## src/rtl/ula_pkg.sv

```systemverilog
// Shared constants for the ALU issue controller: ALU OP codes, MIPS
// opcode/funct values, FSM state encoding and the decoded-instruction record.
// Optional feature macro: ULA_ITYPE_EN (enables addi/slti/sltiu/andi/ori/xori).
package ula_pkg;

  localparam int ULA_DW = 32;
  localparam int ULA_RW = 5;

  // ALU operation codes
  localparam logic [3:0] OP_SLL  = 4'h0;
  localparam logic [3:0] OP_SRL  = 4'h1;
  localparam logic [3:0] OP_SRA  = 4'h2;
  localparam logic [3:0] OP_SLLV = 4'h3;
  localparam logic [3:0] OP_SRLV = 4'h4;
  localparam logic [3:0] OP_SRAV = 4'h5;
  localparam logic [3:0] OP_ADD  = 4'h6;
  localparam logic [3:0] OP_SUB  = 4'h7;
  localparam logic [3:0] OP_AND  = 4'h8;
  localparam logic [3:0] OP_OR   = 4'h9;
  localparam logic [3:0] OP_XOR  = 4'hA;
  localparam logic [3:0] OP_NOR  = 4'hB;
  localparam logic [3:0] OP_SLT  = 4'hC;
  localparam logic [3:0] OP_SLTU = 4'hD;

  // Primary opcodes
  localparam logic [5:0] OPC_RTYPE = 6'h00;
  localparam logic [5:0] OPC_BEQ   = 6'h04;
  localparam logic [5:0] OPC_BNE   = 6'h05;
  localparam logic [5:0] OPC_ADDI  = 6'h08;
  localparam logic [5:0] OPC_SLTI  = 6'h0A;
  localparam logic [5:0] OPC_SLTIU = 6'h0B;
  localparam logic [5:0] OPC_ANDI  = 6'h0C;
  localparam logic [5:0] OPC_ORI   = 6'h0D;
  localparam logic [5:0] OPC_XORI  = 6'h0E;

  // R-type funct codes
  localparam logic [5:0] FN_SLL  = 6'h00;
  localparam logic [5:0] FN_SRL  = 6'h02;
  localparam logic [5:0] FN_SRA  = 6'h03;
  localparam logic [5:0] FN_SLLV = 6'h04;
  localparam logic [5:0] FN_SRLV = 6'h06;
  localparam logic [5:0] FN_SRAV = 6'h07;
  localparam logic [5:0] FN_ADD  = 6'h20;
  localparam logic [5:0] FN_SUB  = 6'h22;
  localparam logic [5:0] FN_AND  = 6'h24;
  localparam logic [5:0] FN_OR   = 6'h25;
  localparam logic [5:0] FN_XOR  = 6'h26;
  localparam logic [5:0] FN_NOR  = 6'h27;
  localparam logic [5:0] FN_SLT  = 6'h2A;
  localparam logic [5:0] FN_SLTU = 6'h2B;

  typedef enum logic [1:0] {
    ST_IDLE   = 2'd0,
    ST_DECODE = 2'd1,
    ST_EXEC   = 2'd2,
    ST_WB     = 2'd3
  } state_e;

  // Decoded instruction: ALU control plus write-back attributes
  typedef struct packed {
    logic [3:0]        op;
    logic [4:0]        shamt;      // fixed shift amount (0 for variable shifts)
    logic              sel_shift;  // In1 = rt
    logic              sel_var;    // In2 = rs (variable shift)
    logic              sel_imm;    // In2 = extended immediate
    logic [ULA_RW-1:0] dest;
    logic              branch;
    logic              bne;        // branch taken on !Zero
    logic              illegal;
    logic              we;
  } dec_t;

endpackage

```

## src/rtl/ula_issue_ctrl_if.sv

```systemverilog
// Instruction-in / write-back-record-out bundle of the ALU issue controller.
// Both sides use valid/ready: a transfer happens on a rising clock edge where
// valid and ready are both high; the source holds valid and its payload stable
// until that edge, and ready may depend combinationally on the sink's state.
interface ula_issue_if #(
  parameter int DW = 32,
  parameter int RW = 5
);
  logic          instr_valid;
  logic          instr_ready;
  logic [31:0]   instr;
  logic [DW-1:0] rs_data;
  logic [DW-1:0] rt_data;
  logic          res_valid;
  logic          res_ready;
  logic [DW-1:0] res_data;
  logic [RW-1:0] res_dest;
  logic          res_we;
  logic          res_branch;
  logic          res_taken;
  logic          res_illegal;

  // Issue controller side
  modport slave (
    input  instr_valid, instr, rs_data, rt_data, res_ready,
    output instr_ready, res_valid, res_data, res_dest, res_we,
           res_branch, res_taken, res_illegal
  );

  // Register-read / write-back side
  modport master (
    output instr_valid, instr, rs_data, rt_data, res_ready,
    input  instr_ready, res_valid, res_data, res_dest, res_we,
           res_branch, res_taken, res_illegal
  );
endinterface

```

## src/rtl/ula_decode.sv

```systemverilog
// Combinational MIPS decoder for the ALU issue controller.
// Input word is the instruction with the rs index field removed
// ({opcode, rt, imm16}); register values arrive separately.
// Optional feature macro: ULA_ITYPE_EN (I-type ALU instructions).
module ula_decode
  import ula_pkg::*;
#(
  parameter int DW = ULA_DW
) (
  input  logic [26:0]   word_i,
  output dec_t          dec_o,
  output logic [DW-1:0] imm_o
);

  logic [5:0]        opcode;
  logic [ULA_RW-1:0] rt_idx;
  logic [ULA_RW-1:0] rd_idx;
  logic [4:0]        shamt_f;
  logic [5:0]        funct;
  logic [15:0]       imm16;
  logic              imm_sext;

  assign opcode  = word_i[26:21];
  assign rt_idx  = word_i[20:16];
  assign imm16   = word_i[15:0];
  assign rd_idx  = word_i[15:11];
  assign shamt_f = word_i[10:6];
  assign funct   = word_i[5:0];

  // Opcode/funct to ALU control and record attributes
  always_comb begin
    dec_o    = '0;
    imm_sext = 1'b0;
    case (opcode)
      OPC_RTYPE: begin
        case (funct)
          FN_SLL:  begin dec_o.op = OP_SLL;  dec_o.sel_shift = 1'b1; end
          FN_SRL:  begin dec_o.op = OP_SRL;  dec_o.sel_shift = 1'b1; end
          FN_SRA:  begin dec_o.op = OP_SRA;  dec_o.sel_shift = 1'b1; end
          FN_SLLV: begin dec_o.op = OP_SLLV; dec_o.sel_shift = 1'b1; dec_o.sel_var = 1'b1; end
          FN_SRLV: begin dec_o.op = OP_SRLV; dec_o.sel_shift = 1'b1; dec_o.sel_var = 1'b1; end
          FN_SRAV: begin dec_o.op = OP_SRAV; dec_o.sel_shift = 1'b1; dec_o.sel_var = 1'b1; end
          FN_ADD:  dec_o.op = OP_ADD;
          FN_SUB:  dec_o.op = OP_SUB;
          FN_AND:  dec_o.op = OP_AND;
          FN_OR:   dec_o.op = OP_OR;
          FN_XOR:  dec_o.op = OP_XOR;
          FN_NOR:  dec_o.op = OP_NOR;
          FN_SLT:  dec_o.op = OP_SLT;
          FN_SLTU: dec_o.op = OP_SLTU;
          default: dec_o.illegal = 1'b1;
        endcase
      end
      OPC_BEQ: begin dec_o.op = OP_SUB; dec_o.branch = 1'b1; end
      OPC_BNE: begin dec_o.op = OP_SUB; dec_o.branch = 1'b1; dec_o.bne = 1'b1; end
`ifdef ULA_ITYPE_EN
      OPC_ADDI:  begin dec_o.op = OP_ADD;  dec_o.sel_imm = 1'b1; imm_sext = 1'b1; end
      OPC_SLTI:  begin dec_o.op = OP_SLT;  dec_o.sel_imm = 1'b1; imm_sext = 1'b1; end
      OPC_SLTIU: begin dec_o.op = OP_SLTU; dec_o.sel_imm = 1'b1; imm_sext = 1'b1; end
      OPC_ANDI:  begin dec_o.op = OP_AND;  dec_o.sel_imm = 1'b1; end
      OPC_ORI:   begin dec_o.op = OP_OR;   dec_o.sel_imm = 1'b1; end
      OPC_XORI:  begin dec_o.op = OP_XOR;  dec_o.sel_imm = 1'b1; end
`endif
      default: dec_o.illegal = 1'b1;
    endcase

    // Only the three fixed shifts take the amount from the instruction
    if (dec_o.sel_shift && !dec_o.sel_var) dec_o.shamt = shamt_f;

    // Branches have no destination; I-type writes rt, R-type writes rd
    if (opcode == OPC_RTYPE)   dec_o.dest = rd_idx;
    else if (dec_o.sel_imm)    dec_o.dest = rt_idx;

    // Undecodable words drive a quiet ALU (OP 0, zero inputs)
    if (dec_o.illegal) begin
      dec_o.op        = 4'h0;
      dec_o.shamt     = 5'd0;
      dec_o.sel_shift = 1'b0;
      dec_o.sel_var   = 1'b0;
      dec_o.sel_imm   = 1'b0;
      dec_o.dest      = '0;
    end

    // Register 0 is never written
    dec_o.we = !dec_o.illegal && !dec_o.branch && (dec_o.dest != '0);
  end

  // Immediate extension: arithmetic/compare sign-extend, logical zero-extend
  always_comb begin
    imm_o = imm_sext ? {{(DW-16){imm16[15]}}, imm16} : {{(DW-16){1'b0}}, imm16};
  end

endmodule

```

## src/rtl/ula_issue_ctrl.sv

```systemverilog
// ALU issue controller: accepts an instruction with its register operands,
// decodes it, drives registered ALU inputs, captures the ALU result and Zero
// flag, and offers a write-back/branch record. FSM IDLE->DECODE->EXEC->WB;
// a new instruction may be accepted on the edge that hands off a record.
// Optional feature macro: ULA_ITYPE_EN (I-type ALU instructions).
module ula_issue_ctrl
  import ula_pkg::*;
#(
  parameter int DW = ULA_DW,
  parameter int RW = ULA_RW
) (
  input  logic           clk,
  input  logic           rst_n,
  ula_issue_if.slave     bus,
  output logic [DW-1:0]  alu_in1_o,
  output logic [DW-1:0]  alu_in2_o,
  output logic [3:0]     alu_op_o,
  output logic [4:0]     alu_shamt_o,
  input  logic [DW-1:0]  alu_result_i,
  input  logic           alu_zero_i,
  output state_e         state_o
);

  state_e        state_q, state_d;
  logic          instr_ready;
  logic          res_valid;
  logic          accept;

  logic [26:0]   instr_q;
  logic [DW-1:0] rs_q, rt_q;

  dec_t          dec;
  logic [DW-1:0] imm_ext;

  logic [DW-1:0] alu_in1_q, alu_in1_d;
  logic [DW-1:0] alu_in2_q, alu_in2_d;
  logic [3:0]    alu_op_q;
  logic [4:0]    alu_shamt_q;

  logic [DW-1:0] res_data_q;
  logic [RW-1:0] res_dest_q;
  logic          res_we_q, res_branch_q, res_taken_q, res_illegal_q;

  // The rs index field is not needed; operands arrive as values
  ula_decode #(.DW(DW)) u_decode (
    .word_i (instr_q),
    .dec_o  (dec),
    .imm_o  (imm_ext)
  );

  // Next state, ready and valid from the current state and handshakes
  always_comb begin
    state_d     = state_q;
    instr_ready = 1'b0;
    res_valid   = 1'b0;
    case (state_q)
      ST_IDLE: begin
        instr_ready = 1'b1;
        if (bus.instr_valid) state_d = ST_DECODE;
      end
      ST_DECODE: state_d = ST_EXEC;
      ST_EXEC:   state_d = ST_WB;
      ST_WB: begin
        res_valid = 1'b1;
        if (bus.res_ready) begin
          instr_ready = 1'b1;
          state_d     = bus.instr_valid ? ST_DECODE : ST_IDLE;
        end
      end
      default: state_d = ST_IDLE;
    endcase
  end

  assign accept = bus.instr_valid && instr_ready;

  // State register
  always_ff @(posedge clk or negedge rst_n) begin
    if (!rst_n) state_q <= ST_IDLE;
    else        state_q <= state_d;
  end

  // Latch instruction and operands on the accepting edge
  always_ff @(posedge clk or negedge rst_n) begin
    if (!rst_n) begin
      instr_q <= '0;
      rs_q    <= '0;
      rt_q    <= '0;
    end else if (accept) begin
      instr_q <= {bus.instr[31:26], bus.instr[20:0]};
      rs_q    <= bus.rs_data;
      rt_q    <= bus.rt_data;
    end
  end

  // Operand routing: shifts take the value from rt, variable shifts the amount from rs
  always_comb begin
    alu_in1_d = rs_q;
    alu_in2_d = rt_q;
    if (dec.sel_shift) begin
      alu_in1_d = rt_q;
      alu_in2_d = dec.sel_var ? rs_q : '0;
    end
    if (dec.sel_imm) alu_in2_d = imm_ext;
    if (dec.illegal) begin
      alu_in1_d = '0;
      alu_in2_d = '0;
    end
  end

  // ALU drive registers, loaded at the end of DECODE
  always_ff @(posedge clk or negedge rst_n) begin
    if (!rst_n) begin
      alu_in1_q   <= '0;
      alu_in2_q   <= '0;
      alu_op_q    <= '0;
      alu_shamt_q <= '0;
    end else if (state_q == ST_DECODE) begin
      alu_in1_q   <= alu_in1_d;
      alu_in2_q   <= alu_in2_d;
      alu_op_q    <= dec.op;
      alu_shamt_q <= dec.shamt;
    end
  end

  // Result record, captured at the end of EXEC and held through WB
  always_ff @(posedge clk or negedge rst_n) begin
    if (!rst_n) begin
      res_data_q    <= '0;
      res_dest_q    <= '0;
      res_we_q      <= 1'b0;
      res_branch_q  <= 1'b0;
      res_taken_q   <= 1'b0;
      res_illegal_q <= 1'b0;
    end else if (state_q == ST_EXEC) begin
      res_data_q    <= alu_result_i;
      res_dest_q    <= RW'(dec.dest);
      res_we_q      <= dec.we;
      res_branch_q  <= dec.branch;
      res_taken_q   <= dec.branch && (dec.bne ? !alu_zero_i : alu_zero_i);
      res_illegal_q <= dec.illegal;
    end
  end

  assign bus.instr_ready = instr_ready;
  assign bus.res_valid   = res_valid;
  assign bus.res_data    = res_data_q;
  assign bus.res_dest    = res_dest_q;
  assign bus.res_we      = res_we_q;
  assign bus.res_branch  = res_branch_q;
  assign bus.res_taken   = res_taken_q;
  assign bus.res_illegal = res_illegal_q;

  assign alu_in1_o   = alu_in1_q;
  assign alu_in2_o   = alu_in2_q;
  assign alu_op_o    = alu_op_q;
  assign alu_shamt_o = alu_shamt_q;
  assign state_o     = state_q;

endmodule

```

## src/flat_wrapper.sv

```systemverilog
// flat-port wrapper written by rule: the top's interface ports become plain ports
module ula_issue_ctrl_flat import ula_pkg::*;
#(
  parameter int DW = ULA_DW,
  parameter int RW = ULA_RW
)
  (clk, rst_n, alu_in1_o, alu_in2_o, alu_op_o, alu_shamt_o, alu_result_i, alu_zero_i, state_o, bus_instr_valid, bus_instr, bus_rs_data, bus_rt_data, bus_res_ready, bus_instr_ready, bus_res_valid, bus_res_data, bus_res_dest, bus_res_we, bus_res_branch, bus_res_taken, bus_res_illegal);
  ula_issue_if #(.DW(DW), .RW(RW)) bus_i ();
  input  logic clk;
  input  logic rst_n;
  output logic [DW-1:0] alu_in1_o;
  output logic [DW-1:0] alu_in2_o;
  output logic [3:0] alu_op_o;
  output logic [4:0] alu_shamt_o;
  input  logic [DW-1:0] alu_result_i;
  input  logic alu_zero_i;
  output state_e state_o;
  input wire logic [$bits(bus_i.instr_valid)-1:0] bus_instr_valid;
  input wire logic [$bits(bus_i.instr)-1:0] bus_instr;
  input wire logic [$bits(bus_i.rs_data)-1:0] bus_rs_data;
  input wire logic [$bits(bus_i.rt_data)-1:0] bus_rt_data;
  input wire logic [$bits(bus_i.res_ready)-1:0] bus_res_ready;
  output wire logic [$bits(bus_i.instr_ready)-1:0] bus_instr_ready;
  output wire logic [$bits(bus_i.res_valid)-1:0] bus_res_valid;
  output wire logic [$bits(bus_i.res_data)-1:0] bus_res_data;
  output wire logic [$bits(bus_i.res_dest)-1:0] bus_res_dest;
  output wire logic [$bits(bus_i.res_we)-1:0] bus_res_we;
  output wire logic [$bits(bus_i.res_branch)-1:0] bus_res_branch;
  output wire logic [$bits(bus_i.res_taken)-1:0] bus_res_taken;
  output wire logic [$bits(bus_i.res_illegal)-1:0] bus_res_illegal;
  assign bus_i.instr_valid = bus_instr_valid;
  assign bus_i.instr = bus_instr;
  assign bus_i.rs_data = bus_rs_data;
  assign bus_i.rt_data = bus_rt_data;
  assign bus_i.res_ready = bus_res_ready;
  assign bus_instr_ready = bus_i.instr_ready;
  assign bus_res_valid = bus_i.res_valid;
  assign bus_res_data = bus_i.res_data;
  assign bus_res_dest = bus_i.res_dest;
  assign bus_res_we = bus_i.res_we;
  assign bus_res_branch = bus_i.res_branch;
  assign bus_res_taken = bus_i.res_taken;
  assign bus_res_illegal = bus_i.res_illegal;
  ula_issue_ctrl #(.DW(DW), .RW(RW)) u_core (.clk(clk), .rst_n(rst_n), .bus(bus_i), .alu_in1_o(alu_in1_o), .alu_in2_o(alu_in2_o), .alu_op_o(alu_op_o), .alu_shamt_o(alu_shamt_o), .alu_result_i(alu_result_i), .alu_zero_i(alu_zero_i), .state_o(state_o));
endmodule
```

## config.mk

```make
export PLATFORM = sky130hd
export DESIGN_NAME = ula_issue_ctrl_flat
export DESIGN_NICKNAME = d
export VERILOG_FILES = /design/src/rtl/ula_pkg.sv /design/src/rtl/ula_issue_ctrl_if.sv /design/src/rtl/ula_decode.sv /design/src/rtl/ula_issue_ctrl.sv /design/src/flat_wrapper.sv
export SDC_FILE = /design/constraint.sdc
export NUM_CORES = 1
export LEC_CHECK = 0
export ABC_AREA = 1
export ABC_CLOCK_PERIOD_IN_PS = 3300
export CAP_MARGIN = 20
export CORE_AREA = 3 3 129 144
export CTS_CLUSTER_SIZE = 40
export DETAILED_ROUTE_END_ITERATION = 16
export DIE_AREA = 0 0 132 147
export PLACE_DENSITY_LB_ADDON = 0.25
export SLEW_MARGIN = 20
export SYNTH_ARGS = -nofsm -noshare
export SYNTH_HDL_FRONTEND = slang
export SYNTH_SLANG_ARGS = --single-unit
```

## constraint.sdc

```tcl
create_clock -name clk -period 3.3 [get_ports clk]
set_input_delay 0.99 -clock clk [delete_from_list [all_inputs] [get_ports clk]]
set_output_delay 0.99 -clock clk [all_outputs]
set_load 0.02 [all_outputs]
```

==> summary.md, run 1 <==
| Metric | Value |
|---|---|
| Cells along the critical path | clkdlybuf4s50_1 -> nand2_1 -> a21oi_1 -> dlygate4sd2_1 |
| Worst reg2reg startpoint | u_core.instr_q[0] |
| H-tree levels | 1 |
| Worst setup margin | 0.2491 ns |
| Mux contribution to synthesized area | 1.513% |
| Worst r2r path cells | 10 |
| Initial drt markers | 656 |
| Worst skew pair latency | roughly 0.5 ns |
| Avg WL per Cell | 16.33 µm |
| Tcrit/Tclk final | 92.45% |
| Worst reg2reg path endpoint | u_core.alu_in1_o[6] |
| XOR/XNOR share of the synthesized area | 0.09809% |
| Worst Clk Skew | 0.01206 ns |
| Area growth, synth to finish | 36.08% |
| Largest net degree at the start of global routing | 65 |
| Min cycle time layout | roughly 3.1 ns |
| Final Hold Viols | 0 |
| Final ANT Viol Nets | 0 |
| Post-CTS Setup Bufs | 0 |
| DR vias | ~7,900 |
| Compound-Gate Fraction of Synth Area | approximately 9.1% |
| Vias in the first global route | 7,845 |
| Antenna violations before repair | 0 |
| Post-synthesis adder-cell area fraction | 0.5605% |
| Clock Path Buffers | 3 |
| Layer with the highest usage | met2 |
| First-pass GRT wire length | 39.78 mm |
| Worst path max stage delay | 0.48 ns |
| Power Density | between 900 and 1000 nW/µm² |
| IO buf count | 240 |
| CTS tree | yes |
| GRT met1 Usage | 31.20% |
| Area of the mapped netlist | 8929 µm² |
| # clock sinks | 202 |
| Arrival @ worst endpoint | 2.06 ns |
| Syn Nets | 1,187 |
| Crit-path slowest cell | clkdlybuf4s50_1 |
| Avg Cell Area, Syn | ~8.5 µm² |
| Final Routed Wirelength | 24.64 mm |
| Max FO, Critical Path | 2 |
| Final setup violation count | 0 |
| Met3 Use GR | 7.945% |
| Total Power | 11.30 mW |
| Layout cells sized above 1 | 6.667% |
| Register clock-pin slew on the reported worst setup and hold paths | ~0.060 ns |
| Crit path kind | primary input to primary output |
| Total track usage | about 25% |
| # DRC | 0 |
| Unrepaired setup endpoints after global routing | false |
| F_max | 327.8 MHz |
| Critical path capture point type | primary output |
| Run status | complete, no violations |
| Leak | 5.888 nW |
| Post-Place Worst Slack | -0.03903 ns |
| Root Buffer | clkbuf_16 |
| CTS buffer count | 21 |
| Core area | 17,080 µm² |
| DR pass1 iterations | 5 |
| Register area share after synthesis | 56.61% |
| GR Overflow Total | 0 |
| Reg-to-reg slack, setup | 0.69 ns |
| Slew margin rel. | between 40% and 50% |
| Nets@finish | about 1,400 |
| Most common cell after layout, fill and taps aside | nand2_1 |
| Diode count | 0 |
| Combinational family with the most area after synthesis | simple AND/OR/NAND/NOR gates |
| CP required | 2.31 ns |
| Die width | 132 µm |
| Mapped Cells | about 1,100 |
| Via/cell ratio | 5.222 |
| Synth top area share | 56.61% |
| Commonest cells after routing, fill and taps aside | 306 x nand2_1, 238 x clkdlybuf4s50_1, 202 x dfrtp_1 |
| Synth top area cells | dfrtp_1 57%, nand2_1 13%, a21oi_1 4.4% |
| Max-cap viol count | 0 |
| Post-synthesis sequential element count | 202 |
| HPWL after DPL | 16.06 mm |
| Hold Path Sink | u_core.bus.res_data[19] |
| Worst setup SP type | primary input |
| GPL Wtd Cong | 0.8498 |
| HP Class | register to register |
| Site row count | 50 |
| Pins over their slew limit | 0 |
| YS warnings | 0 |
| Cell variety after synth | 31 |
| Die Footprint | between 15,000 and 20,000 µm² |
| Top Ports | 251 |
| Starting density of the core | a little over half |
| Peak supply drop | around 0.56 mV |
| TNS Setup | 0 ns |
| Die Ht | around 150 µm |
| Simple-Gate Fraction of Synth Area | 24.92% |
| Tightest Pin Transition | 0.8902 ns |
| Synth area leader | dfrtp_1 |
| Hold Path Origin | u_core.bus.res_data[19] |
| Met2 Track Usage GR | 42.45% |
| Hold path cells | 2 |
==> cell type report <==
type	instances	area [µm²]
repair buffers	258	2590
fillers	1312	4928
multi-input cells	697	3238
well taps	234	292.8
clock buffers	31	613.1
clock inverters	4	50.05
inverters	83	311.5
flip-flops and latches	202	5055
==> metrics by stage <==
stage | std cells | hold slack [ns] | util (%) | area (µm²)
final | 1509 | 0.4692 | 71.14 | 12150
after global routing | 1509 | 0.4924 | 71.14 | 12150
after CTS | 1509 | 0.4734 | 71.14 | 12150
after detailed placement | 1474 | 0.4583 | 67.27 | 11490
after global placement | 1474 | 0.4529 | 67.27 | 11490
after floorplan | 1050 | 0.4632 | - | 8929
==> cell usage after synthesis <==
master    instances
clkbuf_2          3
mux2_2           12
inv_2             4
nand2_4           1
dfrtp_1         202
nand4_4           1
xnor2_1           1
clkbuf_1         36
nor3_1            2
buf_1             3
buf_4             2
a21o_1            1
a31oi_1           1
nand4_1          33
buf_6             6
nand3_1          75
a21oi_1          79
o31ai_1           5
clkinv_1          1
nor2_4            1
inv_1            78
nor2_2            6
nor2_1           88
o22ai_1           2
o21ai_0          48
ha_1              4
nand3_2           5
nand2_2           3
o21ai_1          22
buf_2            18
nand2_1         307
==> cells by family after synthesis <==
logic type	count (synthesis)
xor+xnor	1
flops	202
mux	12
simple gates	522
fa+ha+maj	4
buf+inv	151
compound gates	158
==> worst max-delay path by stage <==
stage | start | to | slack (ns) | cells after the start
2_1_floorplan | bus_res_ready | bus_instr_ready | 0.89 | 2
4_1_cts | bus_res_ready | bus_instr_ready | 0.24 | 4
3_3_place_gp | bus_res_ready | bus_instr_ready | -0.02 | 4
5_1_grt | bus_res_ready | bus_instr_ready | 0.22 | 4
6_report | bus_res_ready | bus_instr_ready | 0.25 | 4
3_5_place_dp | bus_res_ready | bus_instr_ready | -0.04 | 4
==> report_power, final <==
part           internal, mW  switching (mW)  leakage (nW)  total, mW
Combinational          2.00            2.85          3.10       4.84
Clock                  1.36           0.953         0.319       2.31
Sequential             3.54           0.605          2.47       4.14
==> layer usage <==
layer  vias to the layer above  wire length [µm]
met3                        28              2309
met5                         -                 0
met4                         0               312
met2                       328             12180
met1                      3727              9829
li1                       3797                 -
==> worst max-delay path, delay by kind of cell <==
family | cells | cell delay [ns]
AOI/OAI and AO/OA | 1 | 0.17
buffers and inverters | 2 | 0.83
and+or+nand+nor | 1 | 0.06
==> sequential cells by signal (all words and copies together) (netlist names), 2 cells and up <==
| signal | count |
|---|---|
| u_core.rs_q | 32 |
| u_core.bus.res_dest | 5 |
| u_core.alu_in2_o | 32 |
| u_core.rt_q | 32 |
| u_core.alu_shamt_o | 5 |
| u_core.alu_in1_o | 32 |
| u_core.bus.res_data | 32 |
| u_core.alu_op_o | 4 |
| u_core.state_o | 2 |
| u_core.instr_q | 22 |
==> timing repair <==
action	in CTS	in global routing
gates resized for setup	1	0
hold buffers	0	0
setup endpoints to repair	1	0
(Power assumes the default switching activity.)
==> run 2, diff against run 1 <==
CORE_AREA = 2 2 128 143   (was 3 3 129 144)
DIE_AREA = 0 0 130 145   (was 0 0 132 147)
==> summary.md, run 2 (synthesized netlist as in run 1, its figures left out) <==
| Metric | Value |
|---|---|
| Slew margin rel. | between 40% and 50% |
| Worst path max stage delay | 0.49 ns |
| # fillers | 1,379 |
| Register area | 5055 µm² |
| Run status | complete, no violations |
| Fin util | 69.91% |
| GR Overflow Total | 0 |
| Hold Path Sink | u_core.bus.res_data[15] |
| Critical path capture point type | primary output |
| Root Buffer | clkbuf_16 |
| Hold buffer count at CTS | 0 |
| Final setup violation count | 0 |
| Max-cap viol count | 0 |
| Initial drt markers | a little under 500 |
| CP required | ~2.3 ns |
| Min cycle time layout | 3.069 ns |
| DR pass1 iterations | 5 |
| Worst setup SP type | primary input |
| Worst reg2reg path endpoint | u_core.alu_in2_o[15] |
| Worst setup margin | 0.2311 ns |
| Worst r2r path cells | 7 |
| Post-Place Worst Slack | -0.02274 ns |
| Final ANT Viol Nets | 0 |
| Core area | around 17,000 µm² |
| Layout cells sized above 1 | around 7.0% |
| Pins over their slew limit | 0 |
| IO buf count | 240 |
| Unrepaired setup endpoints after global routing | false |
| # DRC | 0 |
| Site row count | 51 |
| Total Power | roughly 11 mW |
| CTS buffer count | 21 |
| Peak supply drop | approximately 0.63 mV |
| Crit-path slowest cell | clkdlybuf4s50_1 |
| Antenna violations before repair | 0 |
| Hold path cells | 2 |
| DR vias | 7,814 |
| Reg-to-reg slack, setup | 0.58 ns |
| Delay-heaviest family, CP | buffers and inverters |
| Cells along the critical path | clkdlybuf4s50_1 -> nand2_1 -> a21oi_1 -> dlygate4sd2_1 |
| Die Footprint | 18,850 µm² |
| HPWL after DPL | between 15 and 20 mm |
| Tightest Pin Transition | 0.8681 ns |
| Crit path kind | primary input to primary output |
| Via/cell ratio | slightly above 5 |
| CP Launch Point | bus_res_ready |
| Post-CTS Setup Bufs | 0 |
| Power Density | 919.9 nW/µm² |
| Most common cell after layout, fill and taps aside | nand2_1 |
| Register clock-pin slew on the reported worst setup and hold paths | roughly 0.06 ns |
| Worst reg2reg startpoint | u_core.instr_q[24] |
| Worst Clk Skew | approximately 0.0077 ns |
| Leak | roughly 6 nW |
| # clock sinks | 202 |
| First-pass GRT wire length | 37.83 mm |
| Starting density of the core | between 50 and 60% |
| Tcrit/Tclk final | 93.00% |
| Worst skew pair latency | 0.49 ns |
| Diode count | 0 |
| Area growth, synth to finish | 36.39% |
| F_max | 325.8 MHz |
| Multi-input gate area | 3238 µm² |
| Final Hold Viols | 0 |
| Commonest cells after routing, fill and taps aside | 306 x nand2_1, 238 x clkdlybuf4s50_1, 202 x dfrtp_1 |
| TNS Setup | 0 ns |
| GPL Wtd Cong | 0.8463 |
| Clock Path Buffers | 3 |
| Avg WL per Cell | 15.39 µm |
| CTS tree | yes |
| Arrival @ worst endpoint | about 2.1 ns |
| Vias in the first global route | 7,493 |
| Largest net degree at the start of global routing | 73 |
| Critical path buffers and inverters | 2 |
| Max FO, Critical Path | 2 |
| Top Ports | between 200 and 300 |
| Die width | 130 µm |
| Final Routed Wirelength | 23.35 mm |
| Nets@finish | 1,402 |
| H-tree levels | 1 |
| Total track usage | roughly 25% |
| HP Class | register to register |
| Hold Path Origin | u_core.bus.res_data[15] |
| Die Ht | approximately 150 µm |
| Worst Hold Slack | 0.4681 ns |
[run 2: what timing repair did]
item | in CTS | in global routing
setup endpoints to repair | 1 | 0
endpoints found under the hold margin | 0 | 0
resized for setup | 1 | 0
[run 2: worst max-delay path by stage]
stage | cells past startpoint | to
3_5_place_dp | 4 | bus_instr_ready
3_3_place_gp | 4 | bus_instr_ready
2_1_floorplan | 2 | bus_instr_ready
6_report | 4 | bus_instr_ready
4_1_cts | 4 | bus_instr_ready
5_1_grt | 4 | bus_instr_ready
[run 2: power by group]
part	total, mW	switching, mW	internal, mW
Combinational	4.83	2.81	2.03
Clock	2.24	0.942	1.29
Sequential	4.13	0.592	3.54
Total	11.2	4.34	6.86
[run 2: layout make-up]
cell class	instances	area share, %
sequential	202	41.51
inverter	83	2.558
tap	238	2.445
multi-input combinational	697	26.59
timing repair buffer	260	21.60
clock inverter	10	0.6370
clock buffer	27	4.665
[run 2: worst min-delay path, cell delays in order (launching register included)]
cell and delay, ns:
dfrtp_1 0.34, nand2_1 0.05, nand2_1 0.05
[run 2: per-stage QoR]
| step | area [µm²] | cells |
|---|---|---|
| after floorplan | 8929 | 1050 |
| after global placement | 11530 | 1480 |
| after detailed placement | 11530 | 1480 |
| after CTS | 12180 | 1517 |
| after global routing | 12180 | 1517 |
| final | 12180 | 1517 |
[run 2: layer usage]
layer	track usage [%]	share of wire [%]	vias to the layer above
li1	-	-	3818
met1	33.77	42	3652
met2	39.90	47	320
met3	6.969	9.5	24
met4	5.914	1.5	0
met5	0	0	-
